==> config.mk <==
export PLATFORM = sky130hd
export DESIGN_NAME = ifu_fetch
export DESIGN_NICKNAME = d
export VERILOG_FILES = /design/src/rtl/ifu_fetch.sv
export SDC_FILE = /design/constraint.sdc
export NUM_CORES = 1
export LEC_CHECK = 0
export ABC_CLOCK_PERIOD_IN_PS = 5300
export CORE_ASPECT_RATIO = 0.6
export CORE_MARGIN = 2
export CORE_UTILIZATION = 53
export DETAILED_ROUTE_END_ITERATION = 8
export PLACE_DENSITY_LB_ADDON = 0.2
export SETUP_SLACK_MARGIN = 0.1
export SKIP_CTS_REPAIR_TIMING = 1
export SLEW_MARGIN = 20
export SYNTH_ARGS = -nofsm -noshare
export SYNTH_HDL_FRONTEND = slang
export SYNTH_SLANG_ARGS = --single-unit
==> constraint.sdc <==
create_clock -name clk -period 5.3 [get_ports clk]
set_input_delay 0.53 -clock clk [delete_from_list [all_inputs] [get_ports clk]]
set_output_delay 0.53 -clock clk [all_outputs]
set_load 0.02 [all_outputs]
==> src/rtl/ifu_fetch.sv <==
// ifu_fetch: holds the PC, fetches instruction words from a variable-latency
// instruction memory over a req/ready handshake, presents each word to the
// decoder and steps the PC (sequential, beq or j) when the datapath advances.
module ifu_fetch #(
   parameter logic [31:0] RESET_PC = 32'h0000_3000,
   parameter int          CNT_W    = 32
) (
   input  logic             clk,
   input  logic             rst,
   input  logic [1:0]       npc_jmp,
   input  logic             zero,
   input  logic             advance,
   output logic             imem_req,
   output logic [31:0]      imem_addr,
   input  logic [31:0]      imem_rdata,
   input  logic             imem_ready,
   output logic [31:0]      instruction,
   output logic             instr_valid,
   output logic [31:0]      pc,
   output logic [31:0]      pc_plus4,
   output logic [CNT_W-1:0] retired
);

   typedef enum logic [1:0] {
      IDLE  = 2'd0,
      FETCH = 2'd1,
      ISSUE = 2'd2
   } state_t;

   state_t      state;
   logic [31:0] next_pc;
   logic [31:0] br_offset;

   // The fetch address is always the PC of the instruction being fetched.
   assign imem_addr = pc;
   assign pc_plus4  = pc + 32'd4;

   // beq offset: sign-extended word offset, scaled to bytes.
   assign br_offset = {{14{instruction[15]}}, instruction[15:0], 2'b00};

   // Next-PC select from the decoder; the reserved encoding behaves as sequential.
   always_comb begin
      // NOTE: next_pc gets a default before the case so every path assigns it
      // and no latch is inferred.
      next_pc = pc_plus4;
      case (npc_jmp)
         2'b01:   if (zero) next_pc = pc_plus4 + br_offset;
         2'b10:   next_pc = {pc_plus4[31:28], instruction[25:0], 2'b00};
         default: next_pc = pc_plus4;
      endcase
   end

   // Fetch sequencer: IDLE leaves reset, FETCH waits for memory, ISSUE waits for advance.
   always_ff @(posedge clk or posedge rst) begin
      if (rst) begin
         state       <= IDLE;
         pc          <= RESET_PC;
         instruction <= 32'h0;
         instr_valid <= 1'b0;
         imem_req    <= 1'b0;
         retired     <= '0;
      end else begin
         // NOTE: all state here uses non-blocking assignments so every register
         // samples the pre-edge values, independent of statement order.
         case (state)
            IDLE: begin
               imem_req <= 1'b1;
               state    <= FETCH;
            end
            FETCH: begin
               // advance is ignored here; only the memory response moves us on.
               if (imem_ready) begin
                  instruction <= imem_rdata;
                  instr_valid <= 1'b1;
                  imem_req    <= 1'b0;
                  state       <= ISSUE;
               end
            end
            ISSUE: begin
               // imem_ready is ignored here; the word is held until advance.
               if (advance) begin
                  pc          <= next_pc;
                  instr_valid <= 1'b0;
                  retired     <= retired + CNT_W'(1);
                  imem_req    <= 1'b1;
                  state       <= FETCH;
               end
            end
            default: begin
               imem_req    <= 1'b0;
               instr_valid <= 1'b0;
               state       <= IDLE;
            end
         endcase
      end
   end

endmodule

### Yosys cells after proc, flatten, opt, wreduce, memory -nomap -nowiden

Cells that the tools add are included.

| operators by class | value |
|---|---|
| reduce and logical (&&, ||, !) cells | 5 |
| equal/unequal tests | 6 |
| muxes and demuxes | 11 |
| add/sub/neg operators | 3 |
| bitwise operators | 1 |

Operators by type and width:

| kind | count |
|---|---|
| $pmux W32 S2 | 1 |
| $add A32 B1 Y32 const B | 1 |
| $add A32 B3 Y32 const B | 1 |
| $add A32 B32 Y32 | 1 |
| $mux W32 | 1 |
| $pmux W1 S3 | 2 |
| $pmux W2 S3 | 1 |
| $reduce_and A2 Y1 | 3 |
| $eq A2 B1 Y1 const B | 2 |
| $eq A2 B2 Y1 const B | 2 |
| $mux W1 | 4 |
| $mux W2 | 2 |
| $ne A2 B2 Y1 const B | 2 |
| $reduce_and A3 Y1 | 1 |
| $logic_not A2 Y1 | 1 |
| $not A1 Y1 | 1 |

| storage, ports and cells | value |
|---|---|
| bits of input ports | 39 |
| register bits | 100 |
| logic and storage cells | 32 |

### Depth between registers and ports, before layout

Gate-level depths: netlist of run 1.

| logic depth | value |
|---|---|
| depth after elaboration | 4 |
| depth in mapped cells | 16 |
| depth with buffers taken out | 16 |

### Least setup slack after synthesis of run 1

No wires, ideal clock.

| path | value |
|---|---|
| path kind | reg2reg |
| start point | register pc[5], in the netlist imem_addr[5] |
| end point | register pc[31], in the netlist imem_addr[31] |
| arrival time | 4.014 ns |
| cell stages (with the launch flop) | 17 |
| period minus slack after synthesis | 4.137 ns |
| library setup time | 0.124 ns |
| setup slack | 1.163 ns |
| buffers on the path | 1 |
| path through | dfrtp_1 > buf_4 > and4_4 > nand4_4 > nor3_1 > nand3_1 > xnor2_1 > ha_1 > nor2_1 > nor3b_1 > or2_1 > a2111oi_1 > a2111oi_0 > or3_1 > nand3_1 > xnor2_1 > o21ai_1 |

| between the ends | value |
|---|---|
| word-level cells in the longest chain between the ends | 4 |

RTL lines:

| element | RTL line | text |
|---|---|---|
| start: declaration | 19 | `output logic [31:0] pc,` |
| start signal: assignment | 82 | `pc <= next_pc;` |
| $add A32 B3 Y32 | 36 | `assign pc_plus4 = pc + 32'd4;` |
| net pc_plus4[17] | 20 | `output logic [31:0] pc_plus4,` |
| $add A32 B32 Y32 | 47 | `2'b01: if (zero) next_pc = pc_plus4 + br_offset;` |
| $mux W32 | 47 |  |
| $pmux W32 S2 | 46 | `case (npc_jmp)` |

The timed path passes the listed nets, and every way through them passes these cells.
A chain may end at the register's enable or synchronous reset.

### Worst setup path in the final report of run 1

| path | value |
|---|---|
| start point | register pc[5], in the netlist imem_addr[5] |
| end point | register pc[31], in the netlist imem_addr[31] |

| between the ends | value |
|---|---|
| word-level cells in the longest chain between the ends | 4 |

RTL lines:

| element | RTL line |
|---|---|
| $add A32 B3 Y32 * | 36 |
| $add A32 B32 Y32 | 47 |
| $mux W32 | 47 |
| $pmux W32 S2 * | 46 |

Every way passes the cells marked *; elsewhere a longest branch is shown, timed or not.

==> results.cfg, run 1 <==
[finish]
nets = 996
area_growth_pct = 30.6
final_util = 0.707
fin_cells = 1091
drive_above_1_share = 0.0803
antenna_cells = 0

[worst_setup_path]
setup.worst_path.start_class = flip-flop
worstPathRequired_ns = 5.53
critPathMaxStageDelay_ns = 0.74
cp_slowest_cell = a2111oi_1
worstSetupEndpointType = flip-flop
cp_common_cell = xnor2_1
crit_path_cell_trace = and4_4 -> nand4_4 -> nor3_1 -> nand2_1 -> xnor2_1 -> ha_1 -> a211oi_1 -> nor3b_1 -> or2_1 -> a2111oi_1 -> a2111oi_0 -> or3_1 -> nand3_1 -> xnor2_1 -> o21ai_1
critical_path_class = reg2reg
path_max_fanout = 9
arrival_ns = 5.04

[sta]
fin_skew_ns = 0.00720
timing.final.crit_period_ns = 4.80
max_freq_ghz = 0.208
whs_ns = 0.468
maxSlewViolCount = 0
worstMarginPinSlew_ns = 1.15
rsz0062_at_grt = no
relSlewSlack = 0.230
fin_tns_setup_ns = 0
fin_crit_sh = 0.906
hold_viol_final = 0
setup_violations = 0

[placement]
port_buffers = 194
place.gp.congestion = 0.963
dpl.cell_count = 1075
hpwlAfterDp_um = 16700

[yosys]
yosysTopAreaCellShare = 0.343
synth_area_leaders = dfrtp_1 (34%), ha_1 (7.2%), xnor2_1 (7.2%)
synth_top_cell_by_area = dfrtp_1
yosys_most_used_dff = dfrtp_1
synthAdderAreaFrac = 0.0750
ys_types = 71
synth_xor_xnor_area_share = 0.0996
synth_compound_area_frac = 0.175
synth_edf_count = 0
synth_top_family_by_area = simple AND/OR/NAND/NOR gates
synth_mux_area_frac = 0.0579
ys_ff_latch = 97
synth.cell_area_um2 = 6940
ys_seq_area_frac = 0.350
async_reset_ff_frac = 1.00
synth-simple-area-share = 0.176
avgSynthCellArea_um2 = 9.09
netlist_instances = 763
ys_warn_count = 0

[floorplanning]
design.core.area_um2 = 12800
num_io_pins = 201
die_y_um = 92.6
dieWidth_um = 152
start_util = 0.541
dieArea_um2 = 14000
rows = 32

[cts]
cts_htree_levels = 3
insertion_delay_ns = 0.35
cts-root-buf = clkbuf_16
cts_buffers = 9
clk_pin_slew_ns = 0.07
cts_sinks = 97
clockBufferDepth = 2
cts_tree = yes

[power_and_ir_drop]
comb_power_share = 0.657
p_sw_mw = 2.87
p_total_mw = 5.94
internal_power_mw = 3.08
power.leakage_nw = 3.76
p_per_area_nw_per_um2 = 656
p_clk_frac = 0.107
ir_drop_v = 0.000345
p_seq_frac = 0.236
switching_share = 0.483

[global_route]
grt_pass1_vias = 6145
grt-ovfl-total = 0
track_usage = 0.320
grt_max_degree = 60
grt_pass1_wl_um = 34400
antenna_found_initial = 0

[routing]
first_pass_iters = 5
via_count = 6627
wirelength_um = 22200
ant_nets = 0
post_drt_wl_per_cell_um = 20.4
first_iter_violations = 634
vias_per_cell = 6.07
drc = 0

[min_path]
hold_path_class = reg2reg

[run]
maxCapViolations = 0

[status]
status = finished, final reports clean
-- area by class of cell --
class	instances	area (um^2)
multi-input combinational	588	4070
fill	988	3750
sequential	97	2430
timing repair buffer	200	1990
clock buffer	10	229
tap	170	213
inverter	20	77.6
clock inverter	6	51.3
-- cells in the final DEF (no fill, tap or decap), drive strengths merged, types with 8 or more instances in the layout --
cell type        n
clkdlybuf4s50  194
dfrtp           95
nand2           75
a21oi           59
xnor2           57
nor2            50
o21ai           42
ha              40
nand3           35
mux2            33
inv             22
xor2            21
a21o            14
nand4           14
and3            12
a221oi          10
nor3            10
clkbuf          10
and2             8
a22oi            8
or3              8
-- registers in the layout, indices dropped and copies added (netlist names) --
name and count:
imem_addr 30, instr_valid 1, state 2, retired 32, instruction 32
-- cells in the mapped netlist, types with 4 or more instances --
library cell and instances:
a21boi_0 4, a21oi_1 58, ha_1 40, o22ai_1 4, xor2_1 20, or2_2 5, nand3_1 35, o21ai_0 32
a21o_1 14, nor2_1 50, o211ai_1 4, mux2_2 33, o21ai_1 9, nand4_1 13, nor2b_1 4, buf_4 37
a221oi_1 10, a22oi_1 8, nand2_1 75, nor3_1 9, xnor2_1 57, a211oi_1 6, inv_1 19, dfrtp_1 95
and4_1 5, and2_1 8, clkbuf_1 19, a31oi_1 4, buf_1 4, and3_1 12, or3_1 7
-- kinds of logic after synthesis --
kind of cell,count (synthesis)
compound gates,188
fa+ha+maj,41
buf+inv,83
mux,36
simple gates,239
xor+xnor,78
other cells,1
flops,97
-- through the flow --
stage	cell area [um^2]	setup WS [ns]
after floorplan	6960	1.16
after global placement	8780	0.935
after detailed placement	8780	0.837
after CTS	9060	0.775
after global routing	9060	0.197
final	9060	0.496
-- per-layer routing --
| metal | part of all wire | GRT usage |
|---|---|---|
| met1 | 0.46 | 0.493 |
| met2 | 0.41 | 0.451 |
| met3 | 0.11 | 0.0764 |
| met4 | 0.017 | 0.0718 |
| met5 | 0 | 0 |
-- power groups by stage --
stage          clock network (mW)  logic [mW]  registers [mW]
2_1_floorplan                   0        2.28            1.58
3_3_place_gp                    0        3.78            1.38
3_5_place_dp                    0        3.83            1.40
4_1_cts                     0.642        3.86            1.39
5_1_grt                     0.669        4.19            1.45
6_report                    0.635        3.90            1.41
-- critical path: cells and delay by family, from the launching register on --
family	cells	cell delay, ns
AND/OR/NAND/NOR	8	1.96
AO/OA/AOI/OAI	4	1.36
XOR/XNOR	2	0.51
flip-flops	1	0.50
adder cells (fa/ha/maj)	1	0.37
-- path summary, 6_finish.rpt --
path | start | endpoint | slack [ns] | depth (start not counted)
max | imem_addr[5] | imem_addr[31] | 0.50 | 15
min in group asynchronous | rst | retired[28] | 0.69 | 2
max reg2reg | imem_addr[5] | imem_addr[31] | 0.50 | 15
min | retired[31] | retired[31] | 0.47 | 1
min reg2reg | retired[31] | retired[31] | 0.47 | 1
max in group asynchronous | rst | retired[31] | 3.61 | 3
(Power assumes the default switching activity.)
==> run 2: changes to the inputs <==
- CORE_UTILIZATION: 53 -> 54
- CTS_BUF_LIST: default -> sky130_fd_sc_hd__clkbuf_2
==> run 2 against run 1 <==
Effect of this change: first-iteration DRC count rose by 14%; combinational power barely moved; utilization fell by 0.54 points; fmax fell by 0.36%; power fell by 4.1%; design area fell by 1.7%; register-to-register slack got worse by 0.02 ns; non-clock buffer count rose by 2; setup slack got worse by 0.018 ns; sequential power barely moved; worst hold slack got worse by 0.18 ns; critical endpoint unchanged; largest cell class unchanged.
==> results.cfg, run 2 (synthesis results as in run 1) <==
[finish]
mostFrequentLayoutCells = clkdlybuf4s50_1 (194), dfrtp_1 (95), nand2_1 (75), a21oi_1 (58), xnor2_1 (57)
final_common_cell = clkdlybuf4s50_1
antenna_cells = 0
area_growth_pct = 28.4
fin_cells = 1093
drive_above_1_share = 0.0823
nets = 998

[placement]
port_buffers = 194
place.gp.congestion = 0.945
dpl.cell_count = 1077
dp_slack_ns = 0.806
hpwlAfterDp_um = 16900

[cts]
insertion_delay_ns = 0.62
cts_htree_levels = 3
clockBufferDepth = 2
cts_tree = yes
clk_pin_slew_ns = 0.33
cts_buffers = 9
cts-root-buf = clkbuf_2
cts_sinks = 97

[global_route]
grt.busiest_layer = met1
grt_max_degree = 52
track_usage = 0.330
grt_pass1_vias = 6177
grtUsageMet1 = 0.520
grt_pass1_wl_um = 35100
globalRouteMet2Util = 0.453
antenna_found_initial = 0
globalRouteMet3Util = 0.0856
grt-ovfl-total = 0

[worst_setup_path]
r2r-start = imem_addr[5]
path_max_fanout = 9
r2r_setup_slack_ns = 0.48
r2r_end = imem_addr[31]
critical_path_class = reg2reg
setup.worst_path.start_class = flip-flop
worstPathRequired_ns = 5.82
worstRegToRegCells = 15
worstSetupEndpointType = flip-flop
arrival_ns = 5.34

[sta]
setup_violations = 0
fin_skew_ns = 0.0477
worstMarginPinSlew_ns = 1.06
timing.final.crit_period_ns = 4.82
max_freq_ghz = 0.207
maxSlewViolCount = 0
fin_crit_sh = 0.910
postLayoutSetupSlackWorst_ns = 0.478
hold_viol_final = 0
relSlewSlack = 0.292
fin_tns_setup_ns = 0
rsz0062_at_grt = no
whs_ns = 0.293

[floorplanning]
die_y_um = 91.8
dieArea_um2 = 13800
dieWidth_um = 150
num_io_pins = 201
rows = 32
start_util = 0.547
design.core.area_um2 = 12700

[routing]
wirelength_um = 22500
first_pass_iters = 8
ant_nets = 0
drc = 0
via_count = 6665
vias_per_cell = 6.10
post_drt_wl_per_cell_um = 20.6
first_iter_violations = 722

[power_and_ir_drop]
p_total_mw = 5.70
power.leakage_nw = 3.71
ir_drop_v = 0.000337
p_per_area_nw_per_um2 = 640

[status]
status = finished, final reports clean

[run]
maxCapViolations = 0

[min_path]
hold_path_class = in2async
==> run 2: cell types whose count changed in the layout (fill, tap and decap cells not counted) <==
cell,change
clkinvlp_4,-3
clkinv_8,+1
clkbuf_2,+9
clkinv_4,+3
clkbuf_16,-9
clkbuf_1,-1
buf_4,+2
inv_6,-1
clkinv_1,+1
==> run 2: routing by layer <==
metal  wire length (um)  up-vias
met3               2830       29
li1                   -     3018
met1              10100     3205
met4                302        0
met5                  0        -
met2               9260      413
==> run 2: layout make-up <==
cell class	count	area (um^2)
multi-input combinational	588	4070
fill	988	3780
sequential	97	2430
timing repair buffer	202	2000
tap	170	213
inverter	20	77.6
clock inverter	7	66.3
clock buffer	9	45.0
==> run 2: worst max-delay path by stage <==
| stage | endpoint | start | cells past startpoint | slack, ns |
|---|---|---|---|---|
| 2_1_floorplan | imem_addr[31] | imem_addr[5] | 16 | 1.16 |
| 3_3_place_gp | imem_addr[31] | imem_addr[5] | 15 | 0.95 |
| 3_5_place_dp | imem_addr[31] | imem_addr[5] | 15 | 0.81 |
| 4_1_cts | imem_addr[31] | imem_addr[5] | 15 | 0.73 |
| 5_1_grt | imem_addr[31] | imem_addr[5] | 15 | 0.29 |
| 6_report | imem_addr[31] | imem_addr[5] | 15 | 0.48 |
==> run 2: critical path, stage by stage (launching register included) <==
cell	delay, ns
dfrtp_1	0.56
and4_4	0.31
nand4_4	0.14
nor3_1	0.60
nand2_1	0.15
xnor2_1	0.34
ha_1	0.37
a211oi_1	0.26
nor3b_1	0.11
or2_1	0.25
a2111oi_1	0.69
a2111oi_0	0.28
or3_1	0.40
nand3_1	0.10
xnor2_1	0.12
o21ai_1	0.08
==> run 2: through the flow <==
stage / utilization / instance area (um^2)
finish: 0.702 / 8910
global route: 0.702 / 8910
CTS: 0.702 / 8910
detailed placement: 0.693 / 8800
global placement: 0.693 / 8800
floorplan: - / 6960
==> run 2: where the power goes <==
| part | switching, mW | total, mW | internal [mW] |
|---|---|---|---|
| combinational | 2.17 | 3.93 | 1.76 |
| sequential | 0.421 | 1.41 | 0.988 |
| clock | 0.293 | 0.365 | 0.0725 |
| total | 2.88 | 5.70 | 2.82 |
==> run 3: changes to the inputs <==
- CORE_MARGIN: 2 -> 1
==> run 3 against run 2 <==
Effect of this change: via count grew 0.32%; global-route usage grew 0.95 points; largest cell class unchanged; non-clock buffer count shrank 2; register-to-register slack gained 0.15 ns; clock power grew 5.5%; critical endpoint unchanged; setup slack gained 0.15 ns.
==> results.cfg, run 3 (synthesis results as in run 1) <==
[sta]
maxSlewViolCount = 0
fin_crit_sh = 0.882
hold_viol_final = 0
worstMarginPinSlew_ns = 1.13
fin_skew_ns = 0.0405
timing.final.crit_period_ns = 4.67
fin_tns_setup_ns = 0
rsz0062_at_grt = no
max_freq_ghz = 0.214
setup_violations = 0
relSlewSlack = 0.247

[worst_setup_path]
worstSetupEndpointType = flip-flop
setup.worst_path.start_class = flip-flop
path_max_fanout = 7
critical_path_class = reg2reg
critPathMaxStageDelay_ns = 0.63
cp_common_cell = xnor2_1
crit_path_start = imem_addr[6]
r2r-start = imem_addr[6]
crit_path_cell_trace = and4_4 -> nand4_4 -> nor3_1 -> nand2_1 -> xnor2_1 -> ha_1 -> a211oi_1 -> nor3b_1 -> or2_1 -> a2111oi_1 -> a2111oi_0 -> or3_1 -> nand3_1 -> xnor2_1 -> o21ai_1
cp_slowest_cell = nor3_1
arrival_ns = 5.21
path_delay_family = simple AND/OR/NAND/NOR gates
worstPathRequired_ns = 5.84
path_buf_inv = 0

[cts]
cts_tree = yes
insertion_delay_ns = 0.63
clk_pin_slew_ns = 0.30
cts_sinks = 97
cts-root-buf = clkbuf_2
clockBufferDepth = 2
cts_htree_levels = 3
cts_buffers = 9

[placement]
port_buffers = 194
hpwlAfterDp_um = 16700
place.gp.congestion = 1.01

[power_and_ir_drop]
p_total_mw = 5.71
power.leakage_nw = 3.70
p_per_area_nw_per_um2 = 642
ir_drop_v = 0.000355

[status]
status = finished, final reports clean

[finish]
final_common_cell = clkdlybuf4s50_1
area_growth_pct = 28.1
antenna_cells = 0
drive_above_1_share = 0.0793
mostFrequentLayoutCells = clkdlybuf4s50_1 (194), dfrtp_1 (95), nand2_1 (75), a21oi_1 (58), xnor2_1 (57)
nets = 996

[global_route]
globalRouteMet2Util = 0.481
track_usage = 0.340
grt_pass1_vias = 6260
grt.busiest_layer = met1
grtUsageMet1 = 0.505
globalRouteMet3Util = 0.101
grt_max_degree = 62
grt-ovfl-total = 0
grt_pass1_wl_um = 34900
antenna_found_initial = 0

[floorplanning]
num_io_pins = 201
dieWidth_um = 148
rows = 31
start_util = 0.564
design.core.area_um2 = 12300
dieArea_um2 = 13300
die_y_um = 89.8

[run]
maxCapViolations = 0

[routing]
first_iter_violations = 619
post_drt_wl_per_cell_um = 20.5
ant_nets = 0
vias_per_cell = 6.16
drc = 0
first_pass_iters = 7
via_count = 6686
wirelength_um = 22300

[min_path]
hold_path_class = in2async
==> run 3: changes by cell type in the layout (fill, tap and decap cells not counted), sizes merged <==
cell	previous run	this run
bufinv	0	1
clkinv	6	1
clkinvlp	0	2
buf	8	6
inv	21	22
==> run 3: path summary, 6_finish.rpt <==
kind                       depth (start not counted)  slack (ns)               to
setup / recovery                                  15        0.63    imem_addr[31]
hold / removal                                     2        0.36    imem_addr[30]
setup reg to reg                                  15        0.63    imem_addr[31]
hold reg to reg                                    1        0.51      retired[26]
max in group asynchronous                          3        3.95  instruction[24]
min in group clk                                   2        0.48  instruction[20]
==> run 3: report_power, final <==
group	internal [mW]	leakage (nW)	switching, mW	total (mW)
sequential	0.988	1.22	0.427	1.42
clock	0.108	0.0624	0.277	0.385
combinational	1.76	2.41	2.15	3.91
==> run 3: layer usage <==
| layer | up-vias | part of all wire | wire (um) |
|---|---|---|---|
| li1 | 3005 | - | - |
| met3 | 35 | 0.12 | 2760 |
| met4 | 0 | 0.013 | 298 |
| met2 | 443 | 0.41 | 9210 |
| met5 | - | 0 | 0 |
| met1 | 3203 | 0.45 | 10000 |
==> run 3: layout make-up <==
cell class / count / area, um^2
multi-input combinational: 588 / 4070
fill: 939 / 3410
sequential: 97 / 2430
timing repair buffer: 200 / 1990
tap: 165 / 206
inverter: 20 / 77.6
clock inverter: 6 / 66.3
clock buffer: 9 / 45.0
==> run 3: metrics by stage <==
stage	setup slack [ns]	hold WS, ns	util	cell area [um^2]	instances
CTS	0.727	0.391	0.723	8890	1085
global route	0.370	0.410	0.723	8890	1085
global placement	0.962	0.458	0.714	8770	1070
finish	0.627	0.358	0.723	8890	1085
floorplan	1.16	0.488	-	6960	768
detailed placement	0.810	0.479	0.714	8770	1070
